===== src/rtl/mixer_fade_ctrl.sv =====
// Click-free effect switching: ramps mixer gain to zero, swaps effects_sel, settles, ramps back to unity.
// audio_out is 1 clk after sample_en; req_ready is low (request held off, not latched) outside IDLE.
module mixer_fade_ctrl #(
  parameter logic [7:0] ZERO_LVL     = 8'h80,
  parameter logic [8:0] STEP         = 9'd16,
  parameter logic [7:0] HOLD_SAMPLES = 8'd4,
  parameter logic [2:0] INIT_SEL     = 3'b001
) (
  input  logic       clk,
  input  logic       reset,
  input  logic       sample_en,
  input  logic [7:0] mix_in,
  input  logic       req_valid,
  input  logic [2:0] req_sel,
  output logic       req_ready,
  output logic [2:0] effects_sel,
  output logic [7:0] audio_out,
  output logic       busy
);

  typedef enum logic [2:0] {IDLE, FADE_OUT, SWITCH, SETTLE, FADE_IN} state_t;

  state_t      r_state;
  logic [8:0]  r_gain;
  logic [2:0]  r_sel;
  logic [2:0]  r_pend;
  logic [7:0]  r_hold;
  logic [7:0]  r_audio;
  logic        r_busy;
  logic        r_ready;

  logic signed [19:0] w_d;
  logic signed [19:0] w_g;
  logic signed [19:0] w_p;
  logic signed [19:0] w_q;
  logic signed [11:0] w_sum;
  logic [7:0]         w_sat;
  logic [8:0]         w_gain_dn;
  logic [9:0]         w_up_sum;
  logic [8:0]         w_gain_up;

  // Offset-binary sample re-centred to signed, scaled by gain/256, re-offset and clamped.
  assign w_d   = $signed({12'd0, mix_in}) - $signed({12'd0, ZERO_LVL});
  assign w_g   = $signed({11'd0, r_gain});
  assign w_p   = w_d * w_g;
  assign w_q   = w_p >>> 8;
  assign w_sum = $signed({4'd0, ZERO_LVL}) + $signed(w_q[11:0]);

  always_comb begin
    w_sat = w_sum[7:0];
    if (w_sum < 0)
      w_sat = 8'h00;
    else if (w_sum > 12'sd255)
      w_sat = 8'hFF;
  end

  assign w_gain_dn = (r_gain > STEP) ? (r_gain - STEP) : 9'd0;
  assign w_up_sum  = {1'b0, r_gain} + {1'b0, STEP};
  assign w_gain_up = (w_up_sum >= 10'd256) ? 9'd256 : w_up_sum[8:0];

  always_ff @(posedge clk) begin
    if (reset) begin
      r_state <= IDLE;
      r_gain  <= 9'd256;
      r_sel   <= INIT_SEL;
      r_pend  <= INIT_SEL;
      r_hold  <= 8'd0;
      r_audio <= ZERO_LVL;
      r_busy  <= 1'b0;
      r_ready <= 1'b1;
    end else begin
      // Output always uses the gain from before this strobe's ramp step.
      if (sample_en)
        r_audio <= w_sat;

      case (r_state)
        IDLE: begin
          r_gain <= 9'd256;
          if (req_valid && (req_sel != r_sel)) begin
            r_pend  <= req_sel;
            r_state <= FADE_OUT;
            r_busy  <= 1'b1;
            r_ready <= 1'b0;
          end
        end
        FADE_OUT: begin
          if (sample_en) begin
            r_gain <= w_gain_dn;
            if (w_gain_dn == 9'd0)
              r_state <= SWITCH;
          end
        end
        SWITCH: begin
          r_sel  <= r_pend;
          r_hold <= HOLD_SAMPLES;
          r_state <= (HOLD_SAMPLES == 8'd0) ? FADE_IN : SETTLE;
        end
        SETTLE: begin
          r_gain <= 9'd0;
          if (sample_en) begin
            r_hold <= r_hold - 8'd1;
            if (r_hold == 8'd1)
              r_state <= FADE_IN;
          end
        end
        FADE_IN: begin
          if (sample_en) begin
            r_gain <= w_gain_up;
            if (w_gain_up == 9'd256) begin
              r_state <= IDLE;
              r_busy  <= 1'b0;
              r_ready <= 1'b1;
            end
          end
        end
        default: begin
          r_state <= IDLE;
          r_busy  <= 1'b0;
          r_ready <= 1'b1;
        end
      endcase
    end
  end

  assign req_ready   = r_ready;
  assign effects_sel = r_sel;
  assign audio_out   = r_audio;
  assign busy        = r_busy;

endmodule


===== config.mk =====
export PLATFORM = sky130hd
export DESIGN_NAME = mixer_fade_ctrl
export DESIGN_NICKNAME = d
export VERILOG_FILES = /design/src/rtl/mixer_fade_ctrl.sv
export SDC_FILE = /design/constraint.sdc
export NUM_CORES = 1
export LEC_CHECK = 0
export CAP_MARGIN = 40
export CORE_AREA = 2 2 133 135
export DETAILED_ROUTE_END_ITERATION = 12
export DIE_AREA = 0 0 135 137
export PLACE_DENSITY_LB_ADDON = 0.25
export SYNTH_ARGS = -nofsm -noshare
export SYNTH_HDL_FRONTEND = slang
export SYNTH_SLANG_ARGS = --single-unit

===== constraint.sdc =====
create_clock -name clk -period 9 [get_ports clk]
set_input_delay 1.8 -clock clk [delete_from_list [all_inputs] [get_ports clk]]
set_output_delay 1.8 -clock clk [all_outputs]
set_load 0.01 [all_outputs]

After elaboration in Yosys (flattened, before gate mapping)
Index checks and enable logic that the tools add are counted.

word-level totals
  register bits after elaboration = 36
  bits of input ports = 15
  output and inout port bits = 13
  logic and storage cells = 69

operators by class
  add/subtract/negate cells = 5
  multiply operators = 1
  $lt $le $gt $ge = 4
  eq/ne operators = 14
  mux-type cells = 25
  bitwise gates (word level) = 1
  reduce and logical (&&, ||, !) cells = 11

operator list
  cell                                                                number
  two-way mux 9 bit                                                   4
  case mux 9 bit (4 select lines)                                     1
  two-way mux 8 bit                                                   3
  two-way mux 3 bit                                                   7
  multiplier 9 x 10 -> 19 bit                                         1
  case mux 8 bit (2 select lines)                                     1
  case mux 3 bit (5 select lines)                                     1
  inequality test 2 bit, second input constant                        7
  adder 9 x 11 -> 12 bit, first input constant                        1
  > comparator 12 x 9 -> 1 bit, second input constant                 1
  < comparator 12 x 1 -> 1 bit, second input constant                 1
  adder 9 x 5 -> 10 bit, second input constant                        1
  greater-or-equal comparator 10 x 9 -> 1 bit, second input constant  1
  == test 9 bit, second input constant                                1
  > comparator 9 x 5 -> 1 bit, second input constant                  1
  logical NOT 9 bit                                                   1
  subtractor 8 x 8 -> 9 bit, second input constant                    1
  subtractor 9 x 5 -> 9 bit, second input constant                    1
  == test 8 x 1 -> 1 bit, second input constant                       1
  subtractor 8 x 1 -> 8 bit, second input constant                    1
  AND reduction 7 bit                                                 1
  == test 3 x 2 -> 1 bit, second input constant                       2
  two-way mux 1 bit                                                   6
  case mux 1 bit (3 select lines)                                     2
  other kinds (12)                                                    13

Longest topological paths before layout
Gate-level depths: netlist of run 1.

  depth in word-level cells = 7
  gate-level depth with buffers = 29
  gate-level depth less buffers = 26

Worst setup path after synthesis of run 1
Ideal clock, no wire load.

  kind = input port to flip-flop
  start point = in mix_in[7]
  end point = reg r_audio[7] (netlist: audio_out[7])
  setup time = 0.116 ns
  data arrival time = 7.688 ns
  required time = 8.884 ns
  slack = 1.196 ns
  stages = 24
  path buffers = 1
  cells stage by stage = or2_2 -> fa_1 -> fa_1 -> inv_1 -> fa_1 -> fa_1 -> inv_1 -> fa_1 -> inv_1 -> ha_1 -> nand2_1 -> or4_1 -> buf_2 -> a211o_4 -> nand3_2 -> o311ai_2 -> inv_1 -> ha_1 -> inv_1 -> or3_1 -> nor4_1 -> mux2_1 -> a32oi_1 -> a31o_2

between the ends
  word-level cells in the longest chain between the ends = 6
  elaborated cells between the ends (all ways) = 7
  those cells by class = add/sub (2); mul (1); order compare (2); mux (2)

RTL lines
  element                          line  source
  from (decl)                      12    input logic [7:0] mix_in,
  subtractor 8 x 8 -> 9 bit (*)    43    assign w_d = $signed({12'd0, mix_in}) - $signed({12'd0, ZERO_LVL});
  multiplier 9 x 10 -> 19 bit (*)  45    assign w_p = w_d * w_g;
  adder 9 x 11 -> 12 bit (*)       47    assign w_sum = $signed({4'd0, ZERO_LVL}) + $signed(w_q[11:0]);
  > comparator 12 x 9 -> 1 bit     53    else if (w_sum > 12'sd255)
  two-way mux 8 bit                53
  two-way mux 8 bit (*)            51    if (w_sum < 0)
  to (signal assigned)             74    r_audio <= w_sat;
  to (decl)                        28    logic [7:0] r_audio;

Mark *: on every way between the ends. The rest lies on a longest branch, timed or not.
A chain may end at the register's enable or synchronous reset.

Worst setup path in the final report of run 1
  start point = in mix_in[7]
  end point = reg r_audio[4] (netlist: audio_out[4])

Same word-level chain as after synthesis.

==> results of run 1 <==
worst max-delay path, delay by kind of cell:
family	cells	cell delay (ns)
and+or+nand+nor	5	1.64
buffers and inverters	5	0.72
AOI/OAI and AO/OA	7	1.28
adders and majority gates	7	3.22
synth_stat cells (5+ instances only):
cell | n | area share, %
a21o_1 | 6 | 0.96
a21oi_1 | 23 | 2.4
a22oi_1 | 8 | 1.3
and2_1 | 41 | 5.4
and3_1 | 8 | 1.1
clkbuf_1 | 19 | 1.5
dfxtp_1 | 36 | 15
fa_1 | 49 | 21
ha_1 | 56 | 15
inv_1 | 65 | 5.2
nand2_1 | 54 | 4.3
nand2b_1 | 5 | 0.66
nand3_1 | 8 | 0.85
nor2_1 | 44 | 3.5
nor2b_1 | 11 | 1.5
nor3_1 | 15 | 1.6
nor4_1 | 6 | 0.80
o21ai_0 | 13 | 1.4
o31ai_1 | 5 | 0.80
or3_1 | 5 | 0.66
xnor2_1 | 6 | 1.1
xor2_1 | 10 | 1.9
layer usage:
metal,up-vias,share of wire [%]
met5,-,0
met4,0,0.99
met3,11,2.9
met2,59,48
met1,1888,49
li1,1898,-
sequential cells by signal, indices dropped and copies added, names as in the netlist:
signal / count
r_state: 3
effects_sel: 3
busy: 1
r_pend: 3
req_ready: 1
r_gain: 9
r_hold: 8
audio_out: 8
power by group:
group	internal (mW)	leakage (nW)	switching [mW]
combinational	0.352	2.10	0.464
clock	0.130	0.0798	0.0668
sequential	0.196	0.293	0.0481
total	0.677	2.48	0.579
final cells by class:
cell class	count	area, µm²	share of cell area (%)
Tap cell	225	281.5	5.223
Multi-Input combinational cell	431	3650	67.71
Clock buffer	5	125.1	2.321
Timing Repair Buffer	34	322.8	5.989
Sequential cell	36	720.7	13.37
Clock inverter	3	42.54	0.7892
Inverter	66	247.7	4.596
path summary, 6_finish.rpt:
path | start | to | slack (ns) | cells past startpoint
worst max register to register | r_gain[6]$_SDFFE_PP0P_ | audio_out[4]$_SDFFE_PP0P_ | 1.88 | 23
worst min register to register | r_pend[0]$_SDFFE_PP1P_ | r_pend[0]$_SDFFE_PP1P_ | 0.46 | 1
worst min-delay path | r_pend[0]$_SDFFE_PP1P_ | r_pend[0]$_SDFFE_PP1P_ | 0.46 | 1
worst max-delay path | mix_in[7] | audio_out[4]$_SDFFE_PP0P_ | 0.49 | 24
cell families (layout without fill, tap and decap cells):
kind of cell	after synthesis	after routing
flops	36	36
simple gates	211	211
fa+ha+maj	105	105
mux	5	5
compound gates	94	94
xor+xnor	16	16
buf+inv	89	108
==> results.cfg, run 1 <==
[cells_and_area]
finalNonFillerCells = 800
area_growth_pct = 14.45
layout_commonest_cell = inv_1
nets = 694
drive_above_1_share_pct = 6.087
design_area_um2 = 5390
num_antenna_cells = 0
utilization_pct = 31.60
final_cell_mix = inv_1 (65), ha_1 (56), nand2_1 (54)
fillers = 1843

[clocking]
clk_pin_slew_worst_paths_ns = 0.06
postCtsResizedCells = 0
cts_tree = done
cts_buffer_depth = 2
cts-root-buf = clkbuf_16
holdBufCountCts = 0
cts_setup_buffers = 0
h-tree-depth = 2
numCtsBuffers = 5
clock_latency_ns = 0.28
clock_sinks = 36

[global_route]
grt_pass1_wl_um = 19890
busiest_layer = met2
met3_usage_pct = 1.556
grt_pass1_vias = 4021
grt_max_degree = 32
grt_usage_pct = 13.15
grt-ovfl-total = 0
grt_util_met2_pct = 22.34
grt_util_met1_pct = 18.23
antenna_found_initial = 0

[timing]
finalSetupViolCount = 0
grt_setup_unrepaired = no
worst_pin_slew_ns = 0.7308
period_share_pct = 94.54
layout_setup_ws_ns = 0.4914
whs_ns = 0.4599
min_period_ns = 8.509
hold_viol_final = 0
fin_skew_ns = 0.005555
max-slew-margin-rel_pct = 51.21
finalSetupTns_ns = 0
fmax_mhz = 117.5
slew_violations = 0

[route]
vias_per_cell = 4.820
avgRoutedWirePerCell_um = 14.18
antenna_left = 0
drt_iter0_markers = 228
routed_wirelength_um = 11350
drtPass1Iterations = 4
drc_errors = 0
vias = 3856

[critical_path]
crit_required_ns = 9.15
endpoint_kind = register
critPathMaxStageDelay_ns = 0.62
arrival_ns = 8.66
crit_path_max_fanout = 6
crit_top_cell = fa_1
crit_path_start_kind = input pin
crit_path_top_delay_cell = or4_1
critPathKind = input pin to register
cp_cell_sequence = clkdlybuf4s50_1 > or2_2 > fa_1 > fa_1 > inv_1 > fa_1 > fa_1 > inv_1 > fa_1 > inv_1 > ha_1 > nand2_1 > or4_1 > a211oi_2 > o31ai_1 > a21oi_1 > ha_1 > inv_1 > or3_1 > nor4_1 > o31a_1 > o21ai_2 > a21oi_1 > o32ai_1

[power_and_ir_drop]
power_per_cell_area_nw_per_um2 = 233.0
vdd_ir_drop_max_mv = 0.2269
p_leak_nw = 2.477
total_power_mw = 1.256

[floorplanning]
rows = 48
start_util_pct = 27.61
ioPinCount = 28
dieArea_um2 = 18500
core_um2 = 17060
die_w_um = 135
die_h_um = 137

[yosys]
syn-cell-area_um2 = 4710
synth-xor-area-share_pct = 2.976
syn-num-nets = 676
synth_compound_area_share_pct = 14.90
synth-edff-count = 0
synthesis.instances = 556
synthMuxAreaShare_pct = 1.116
synthSimpleGateAreaFrac_pct = 22.79
synth_area_per_cell_um2 = 8.470
synthArstFlopShare_pct = 0
synthAdderAreaFrac_pct = 35.71
yosys_warnings = 0
ys_ff_latch = 36
ys_seq_area_share_pct = 15.30
synth_top_family_by_area = adder cells
ys.flop_type = dfxtp_1
synth_cell_types = 61

[placement]
hpwl_um = 9140
place_area_um2 = 5223
port_buffers = 27
dp.cells = 792
globalplace.congestion = 0.8489
dp_slack_ns = 0.2570

[hold_path]
hp-class = register to register

[flow_run]
cap_violations = 0

[outcome]
outcome = finished clean
Power figures use the tool's default switching activity.
==> run 2, diff against run 1 <==
--- a/config.mk
+++ b/config.mk
@@ -9,7 +9,9 @@
 export CORE_AREA = 2 2 133 135
 export DETAILED_ROUTE_END_ITERATION = 12
 export DIE_AREA = 0 0 135 137
+export GPL_ROUTABILITY_DRIVEN = 0
 export PLACE_DENSITY_LB_ADDON = 0.25
+export SLEW_MARGIN = 20
 export SYNTH_ARGS = -nofsm -noshare
 export SYNTH_HDL_FRONTEND = slang
 export SYNTH_SLANG_ARGS = --single-unit
==> results of run 2 <==
Same layout as run 1: the final DEF is identical, and so are final timing and power.
==> run 3, diff against run 2 <==
--- a/config.mk
+++ b/config.mk
@@ -7,6 +7,7 @@
 export LEC_CHECK = 0
 export CAP_MARGIN = 40
 export CORE_AREA = 2 2 133 135
+export CTS_CLUSTER_SIZE = 40
 export DETAILED_ROUTE_END_ITERATION = 12
 export DIE_AREA = 0 0 135 137
 export GPL_ROUTABILITY_DRIVEN = 0
==> results of run 3 <==
Same layout as run 1: the final DEF is identical, and so are final timing and power.
